$ cat config.mk
export PLATFORM = sky130hd
export DESIGN_NAME = fifo_wr_arbiter
export DESIGN_NICKNAME = d
export VERILOG_FILES = /design/src/rtl/fifo_wr_arbiter.sv
export SDC_FILE = /design/constraint.sdc
export NUM_CORES = 1
export LEC_CHECK = 0
export BUFFER_PORTS_ARGS = -buffer_cell sky130_fd_sc_hd__buf_2
export CAP_MARGIN = 5
export CORE_ASPECT_RATIO = 0.7
export CORE_MARGIN = 3
export CORE_UTILIZATION = 30
export CTS_BUF_LIST = sky130_fd_sc_hd__clkbuf_16
export CTS_CLUSTER_SIZE = 16
export DETAILED_ROUTE_END_ITERATION = 10
export PLACE_DENSITY = 0.64
export SYNTH_ARGS = -nofsm -noshare
export SYNTH_HDL_FRONTEND = slang
export SYNTH_SLANG_ARGS = --single-unit
$ cat constraint.sdc
create_clock -name wclk -period 3.9 [get_ports wclk]
set_input_delay 0.39 -clock wclk [delete_from_list [all_inputs] [get_ports wclk]]
set_output_delay 0.39 -clock wclk [all_outputs]
set_load 0.005 [all_outputs]
$ cat src/rtl/fifo_wr_arbiter.sv
// Round-robin burst arbiter sharing the async FIFO write port among NREQ requesters.
// Define FIFO_WR_ARB_STATS_EN to add the saturating stall_cnt output.
module fifo_wr_arbiter #(
  parameter int NREQ      = 4,
  parameter int DSIZE     = 8,
  parameter int MAX_BURST = 4
) (
  input  logic                  wclk,
  input  logic                  wrst,
  input  logic [NREQ-1:0]       req,
  input  logic [NREQ*DSIZE-1:0] req_data,
  output logic [NREQ-1:0]       ack,
  output logic [NREQ-1:0]       grant,
  output logic                  busy,
  input  logic                  wfull,
  output logic                  winc,
  output logic [DSIZE-1:0]      wdata
`ifdef FIFO_WR_ARB_STATS_EN
  ,
  output logic [15:0]           stall_cnt
`endif
);

  localparam int IW = (NREQ > 1) ? $clog2(NREQ) : 1;
  localparam int BW = $clog2(MAX_BURST + 1);
  localparam logic [BW-1:0] LAST_BEAT = BW'(MAX_BURST - 1);

  typedef enum logic {IDLE, BURST} state_t;

  state_t        state, state_n;
  logic [IW-1:0] owner, owner_n;
  logic [IW-1:0] last, last_n;
  logic [IW-1:0] base, win, idx;
  logic [BW-1:0] beats, beats_n;
  logic          found, own_req, rel;

  // In BURST a release sets last to owner, so scanning from owner matches.
  assign base = (state == BURST) ? owner : last;

  always_comb begin
    win   = '0;
    idx   = '0;
    found = 1'b0;
    for (int k = NREQ; k >= 1; k--) begin
      idx = IW'((int'(base) + k) % NREQ);
      if (req[idx]) begin
        win   = idx;
        found = 1'b1;
      end
    end
  end

  assign own_req = req[owner];
  assign busy    = (state == BURST) & ~wrst;
  assign winc    = busy & own_req & ~wfull;
  assign rel     = ~own_req | (winc & (beats == LAST_BEAT));

  assign grant = busy ? (NREQ'(1) << owner) : '0;
  assign ack   = winc ? (NREQ'(1) << owner) : '0;
  assign wdata = busy ? req_data[owner*DSIZE +: DSIZE] : '0;

  always_comb begin
    state_n = state;
    owner_n = owner;
    last_n  = last;
    beats_n = beats;
    unique case (state)
      IDLE: begin
        if (found) begin
          state_n = BURST;
          owner_n = win;
          beats_n = '0;
        end
      end
      BURST: begin
        if (winc)
          beats_n = beats + BW'(1);
        if (rel) begin
          last_n = owner;
          if (found) begin
            owner_n = win;
            beats_n = '0;
          end else begin
            state_n = IDLE;
          end
        end
      end
    endcase
  end

  always_ff @(posedge wclk) begin
    if (wrst) begin
      state <= IDLE;
      owner <= '0;
      last  <= IW'(NREQ - 1);
      beats <= '0;
    end else begin
      state <= state_n;
      owner <= owner_n;
      last  <= last_n;
      beats <= beats_n;
    end
  end

`ifdef FIFO_WR_ARB_STATS_EN
  always_ff @(posedge wclk) begin
    if (wrst)
      stall_cnt <= '0;
    else if (busy & own_req & wfull & (stall_cnt != 16'hFFFF))
      stall_cnt <= stall_cnt + 16'd1;
  end
`endif

endmodule

# Yosys cells after proc, flatten, opt, wreduce, memory -nomap -nowiden
# Index checks and enable logic that the tools add are counted.
# totals
reg_bits	8
in_bits	39
# classes
addsub	5
n_lt_le_gt_ge	5
eq_ne	3
n_shift	2
muxes	33
n_bitwise	9
reduce_logical	1
# op_table
operator	count
32-bit by 6-bit variable part select with 8-bit output	1
2-bit by 3-bit less-than comparator with 1-bit output (second input constant)	5
2-bit 2-to-1 mux	7
3-bit 2-to-1 mux	4
1-bit 2-to-1 mux	11
1-bit binary-select mux with 2-bit select	5
4-bit 2-to-1 mux	2
8-bit 2-to-1 mux	1
3-bit case mux with 2 select lines	1
2-bit by 1-bit adder with 2-bit output (second input constant)	2
2-bit adder (second input constant)	2
1-bit AND	4
1-bit inverter	4
2-bit case mux with 2 select lines	1
1-bit by 2-bit left shift with 4-bit output (first input constant)	1
3-bit by 1-bit adder with 3-bit output (second input constant)	1
3-bit by 2-bit equality test with 1-bit output (second input constant)	1
2-bit by 1-bit inequality test with 1-bit output (second input constant)	1
2-bit inequality test (second input constant)	1
1-bit case mux with 2 select lines	1
2-bit AND reduction	1
1-bit bitwise OR	1

# Longest topological paths before layout
# Gate-level depths: netlist (run 1).
# depth
depth_word	11
ltp_mapped	8

# Least setup slack after synthesis (run 1)
# No wires, ideal clock.
# synth_timing
path_kind	register -> output
start	register owner[0]
end	output port wdata[5]
t_arrival_ns	1.317
t_required_ns	3.510
setup_slack_ns	2.193
path_stages_with_launch	5
path_cell_list	dfxtp_1 -> buf_6 -> buf_2 -> mux4_2 -> and2_1
# synth_between
elab_chain_len	2
# synth_rtl
element	line	rtl
from (decl)	31	logic [IW-1:0] owner, owner_n;
from (signal assigned)	99	owner <= owner_n;
32-bit by 6-bit variable part select with 8-bit output	60	assign wdata = busy ? req_data[owner*DSIZE +: DSIZE] : '0;
8-bit 2-to-1 mux	60	
to (decl)	17	output logic [DSIZE-1:0] wdata
# Every way passes these cells.

# Final worst setup path (run 1)
# layout_timing
start	register owner[0]
end	output port ack[0]
# layout_between
elab_chain_len	5
# layout_rtl
element	line	rtl
1-bit binary-select mux with 2-bit select	53	assign own_req = req[owner];
1-bit 2-to-1 mux (implied by the code)	53	
1-bit AND (2 in a row)	55	assign winc = busy & own_req & ~wfull;
4-bit 2-to-1 mux *	59	assign ack = winc ? (NREQ'(1) << owner) : '0;
to (decl)	12	output logic [NREQ-1:0] ack,
# Every way passes the cells marked *; elsewhere a longest branch is shown, timed or not. The select of a mux whose other input is x is not followed.

==> flow_summary.yaml, run 1 <==
critical_path:
  crit_slowest_cell: "dfxtp_1"
  crit_type: "flip-flop to output port"
  reg2regPathDepth: 3
  max_stage_delay_ps: 850
  required_ps: 3510
  cp_data_arrival_time_ps: 2210
  cp-end-kind: "output port"
  cp_cell_sequence: "mux4_2 > nand3_2 > nor3_1 > buf_2"
  cp_max_fo: 18
  r2r-start: "owner[0]"
  cp-startpoint: "owner[0]"
  worstSetupStartpointType: "flip-flop"
floorplan:
  die_h_um: 50.72
  die_w_um: 69.89
  core.rowCount: 15
  dieArea_um2: 3545
  start_util_pct: 33.09
  design.core.area_um2: 2590
  io_pins: 57
sta:
  fmax_mhz: 384.4
  setup_tns_ps: 0
  post-route-min-period_ps: 2601
  finalSetupViolations: 0
  tightest_slew_ps: 1099
  maxSlewViolCount: 0
  fin_crit_sh_pct: 66.70
  clock_skew_ps: 3.624
  whs_ps: 445.7
  hold_viol: 0
  rsz0062_at_grt: "false"
  maxSlewHeadroom_pct: 26.03
  setup_ws_ps: 1299
finish:
  area_growth_pct: 42.04
  final_net_count: 193
  antennaDiodeCount: 0
  drive_gt1_share_pct: 50.67
clock_tree:
  clock_sinks: 8
  hold_buffers: 0
  path_clk_slew_ps: 40
  cts_tree: "yes"
  root_buffer: "clkbuf_16"
  post_cts_buffers: 0
  h-tree-depth: 1
  cts_resized: 0
  clockBufferDepth: 2
  clock_latency_ps: 240
  cts_buffers: 3
synthesis:
  syn_area_um2: 857.1
  yosysSeqAreaShare_pct: 18.69
  synth_top_area_share_pct: 23.65
  synth_fp_nets: 139
  syn_avg_cell_area_um2: 8.746
  post-synth-top-count-cell: "nor2_1"
  synth_seq_cells: 8
  async_flop_share_pct: 0
  synth_top_cell_by_area: "mux4_2"
  synth_cells: 98
  synthFlopType: "dfxtp_1"
  yosys-top-cells-area: "mux4_2 24%, dfxtp_1 19%, and2_1 5.8%"
  synth-edff-count: 0
  yosysWarnings: 0
  synth_common_cells: "12 x nor2_1, 9 x mux4_2, 8 x and2_1, 8 x dfxtp_1, 6 x nor3_1"
  synthDistinctLibCells: 36
grt:
  grt_max_degree: 20
  grt_first_pass_wirelength_mm: 4.353
  antenna_found_initial: 0
  grt_overflow: 0
  grt_pass1_vias: 941
  grt_usage_pct: 15.51
power:
  power_leakage_uw: 0.0005609
  power_density_nw_per_um2: 339.1
  finalPower_uw: 412.9
  vdd_drop_max_v: 0.0001504
min_path:
  holdPathStages: 2
  hold_class: "primary input to flip-flop"
  hp-start: "wrst"
drt:
  first_pass_iters: 3
  antenna_left: 0
  drcViolationCount: 0
  drt-initial-drc-count: 18
  viasPerCell: 5.201
  wl_per_cell_um: 13.77
  vias: 957
  postRouteWirelength_mm: 2.534
place:
  pre_cts_ws_ps: 1542
  gp_congestion: 0.8644
  hpwlAfterDp_mm: 2.021
  port_buffers: 56
outcome:
  outcome: "finished, final reports clean"
flow_run:
  maxCapViolCount: 0
## stage by stage
step | area (µm²) | util (%) | instances
after floorplan | 857.1 | - | 98
after global placement | 1142 | 44.11 | 181
after detailed placement | 1142 | 44.11 | 181
after CTS | 1217 | 47.00 | 184
after global routing | 1217 | 47.00 | 184
final | 1217 | 47.00 | 184
## kinds of logic (layout without fill, tap and decap cells)
kind of cell             count (synthesis)  after routing  synth area share (%)
adder cells (fa/ha/maj)                  2              2                 2.919
buffers and inverters                   14             66                 7.444
AO/OA/AOI/OAI                           19             19                 16.50
multiplexers                            12             12                 27.44
AND/OR/NAND/NOR                         43             43                 27.01
flip-flops                               8              8                 18.69
## final cells by class
cell class | instances | area [µm²]
fill | 259 | 1373
timing repair buffer | 56 | 280.3
tap | 34 | 42.54
multi-input combinational | 76 | 633.1
sequential | 8 | 160.2
inverter | 7 | 26.28
clock buffer | 3 | 75.07
## layout by cell type, fill, tap and decap left out, types with 2 or more instances in the layout
cell       count
inv_2          3
o21ai_0        2
a211oi_1       2
clkbuf_16      3
nor2_1        12
nor3_1         6
nand4_1        3
inv_1          4
nand2_1        4
a31oi_1        2
nand2b_1       4
nand4b_1       2
ha_1           2
dfxtp_1        8
a21oi_1        4
buf_2         56
and2_1         8
mux4_2         9
## routing by layer
layer	share of wire, %	track usage, %	up-vias
li1	-	-	478
met1	46	18.64	432
met2	42	24.14	42
met3	11	7.800	5
met4	0.99	5.096	0
met5	0	0	-
## worst max-delay path: cells and delay by family (launching register included)
family	cells	cell delay (ps)
flip-flops	1	850
AND/OR/NAND/NOR	2	260
buffers and inverters	1	170
multiplexers	1	690
## flip-flops by register name, summed over array words and instances (netlist names)
register,count
owner,2
state,1
last,2
beats,3
## report_power, final
part           switching, µW  total (µW)  internal [µW]
Combinational           48.5         123           74.7
Sequential              25.3         115           89.5
Clock                   42.4         175            132
## final timing paths
check	endpoint	slack [ps]
setup / recovery	ack[0]	1300
hold / removal	state	450
setup reg to reg	owner[1]	1730
hold reg to reg	beats[0]	490
No activity file was read; power rests on OpenSTA's default activity.
==> run 2: changes to the inputs <==
==> constraint.sdc (replaced) <==
create_clock -name wclk -period 2.5 [get_ports wclk]
set_input_delay 0.25 -clock wclk [delete_from_list [all_inputs] [get_ports wclk]]
set_output_delay 0.25 -clock wclk [all_outputs]
set_load 0.005 [all_outputs]
==> flow_summary.yaml, run 2 (synthesis results as in run 1) <==
place:
  hpwlAfterDp_mm: 2.058
  gp_congestion: 0.8899
  port_buffers: 56
  pre_cts_ws_ps: 668.4
floorplan:
  design.core.area_um2: 2590
  io_pins: 57
  dieArea_um2: 3545
  core.rowCount: 15
  die_h_um: 50.72
  start_util_pct: 33.09
  die_w_um: 69.89
drt:
  vias: 953
  postRouteWirelength_mm: 2.550
  antenna_left: 0
  viasPerCell: 5.096
  first_pass_iters: 4
  drcViolationCount: 0
  wl_per_cell_um: 13.64
  drt-initial-drc-count: 47
sta:
  clock_skew_ps: 6.115
  hold_viol: 0
  tightest_slew_ps: 494.3
  rsz0062_at_grt: "false"
  finalSetupViolations: 0
  maxSlewViolCount: 0
  fin_crit_sh_pct: 82.61
  post-route-min-period_ps: 2065
  maxSlewHeadroom_pct: 67.00
  fmax_mhz: 484.2
  setup_ws_ps: 434.7
  setup_tns_ps: 0
clock_tree:
  cts_tree: "yes"
  clock_latency_ps: 240
  root_buffer: "clkbuf_16"
  clock_sinks: 8
  post_cts_buffers: 0
  cts_buffers: 3
  path_clk_slew_ps: 40
  hold_buffers: 0
  h-tree-depth: 1
  cts_resized: 0
  clockBufferDepth: 2
grt:
  antenna_found_initial: 0
  grt_first_pass_wirelength_mm: 4.105
  grt_usage_pct: 14.52
  grt_max_degree: 15
  grt_overflow: 0
  grt_pass1_vias: 887
critical_path:
  required_ps: 2250
  cp-end-kind: "output port"
  cp-startpoint: "state"
  cp_data_arrival_time_ps: 1820
  worstSetupStartpointType: "flip-flop"
  cp_max_fo: 14
  crit_type: "flip-flop to output port"
  r2r-start: "beats[0]"
power:
  p_int_uw: 468.8
  p_clk_share_pct: 41.7
  sw_frac_of_total_pct: 27.95
  power_leakage_uw: 0.0005766
  p_seq_share_pct: 24.5
  p_switching_uw: 181.9
  comb_power_share_pct: 33.7
  vdd_drop_max_v: 0.0002044
  power_density_nw_per_um2: 524.8
min_path:
  hp-start: "wrst"
  hold_class: "primary input to flip-flop"
finish:
  reg_top3: "beats x3, last x2, owner x2"
  antennaDiodeCount: 0
  layout_common_cells: "56 x buf_2, 12 x nor2_1, 9 x mux4_2"
  final_net_count: 196
  largest_reg_flops: 3
  top_register: "beats"
  drive_gt1_share_pct: 51.63
  area_growth_pct: 44.67
  final_common_cell: "buf_2"
flow_run:
  maxCapViolCount: 0
outcome:
  outcome: "finished, final reports clean"
-- run 2: worst paths after layout --
kind              endpoint  slack [ps]  depth (start not counted)
setup / recovery    ack[0]         430                          5
hold / removal    owner[0]         320                          2
setup reg to reg  owner[1]         680                          5
hold reg to reg   beats[0]         510                          1
-- run 2: final cells by class --
type / count / area (µm²)
sequential: 8 / 160.2
clock buffer: 3 / 75.07
tap: 34 / 42.54
inverter: 7 / 26.28
fill: 242 / 1350
timing repair buffer: 59 / 302.8
multi-input combinational: 76 / 633.1
-- run 2: per-stage QoR --
stage	hold WS, ps	instances	util (%)	area (µm²)	total power (µW)
2_1_floorplan	433.3	98	-	857.1	315.3
3_3_place_gp	483.3	184	44.98	1165	377.2
3_5_place_dp	482.3	184	44.98	1165	381.3
4_1_cts	316.3	187	47.87	1240	654.3
5_1_grt	345.6	187	47.87	1240	683.7
6_report	317.4	187	47.87	1240	650.7
-- run 2: metal layers --
layer	global-route usage (%)	routed length, µm	vias up	part of all wire (%)
met3	5.200	272	5	11
met4	3.822	23	0	0.90
met1	17.65	1084	420	43
li1	-	-	478	-
met2	24.45	1170	50	46
met5	0	0	-	0
-- run 2: power groups by stage --
stage / Combinational (µW) / Sequential (µW) / Clock [µW]
floorplan: 168 / 147 / 0
global placement: 216 / 161 / 0
detailed placement: 220 / 162 / 0
CTS: 221 / 160 / 274
global route: 240 / 163 / 281
finish: 220 / 160 / 271
-- run 2: worst max-delay path, cell delays in order, from the launching register on --
cell,delay (ps)
dfxtp_1,620
nand2_1,240
inv_2,200
nand3_2,200
nor3_1,170
buf_2,150
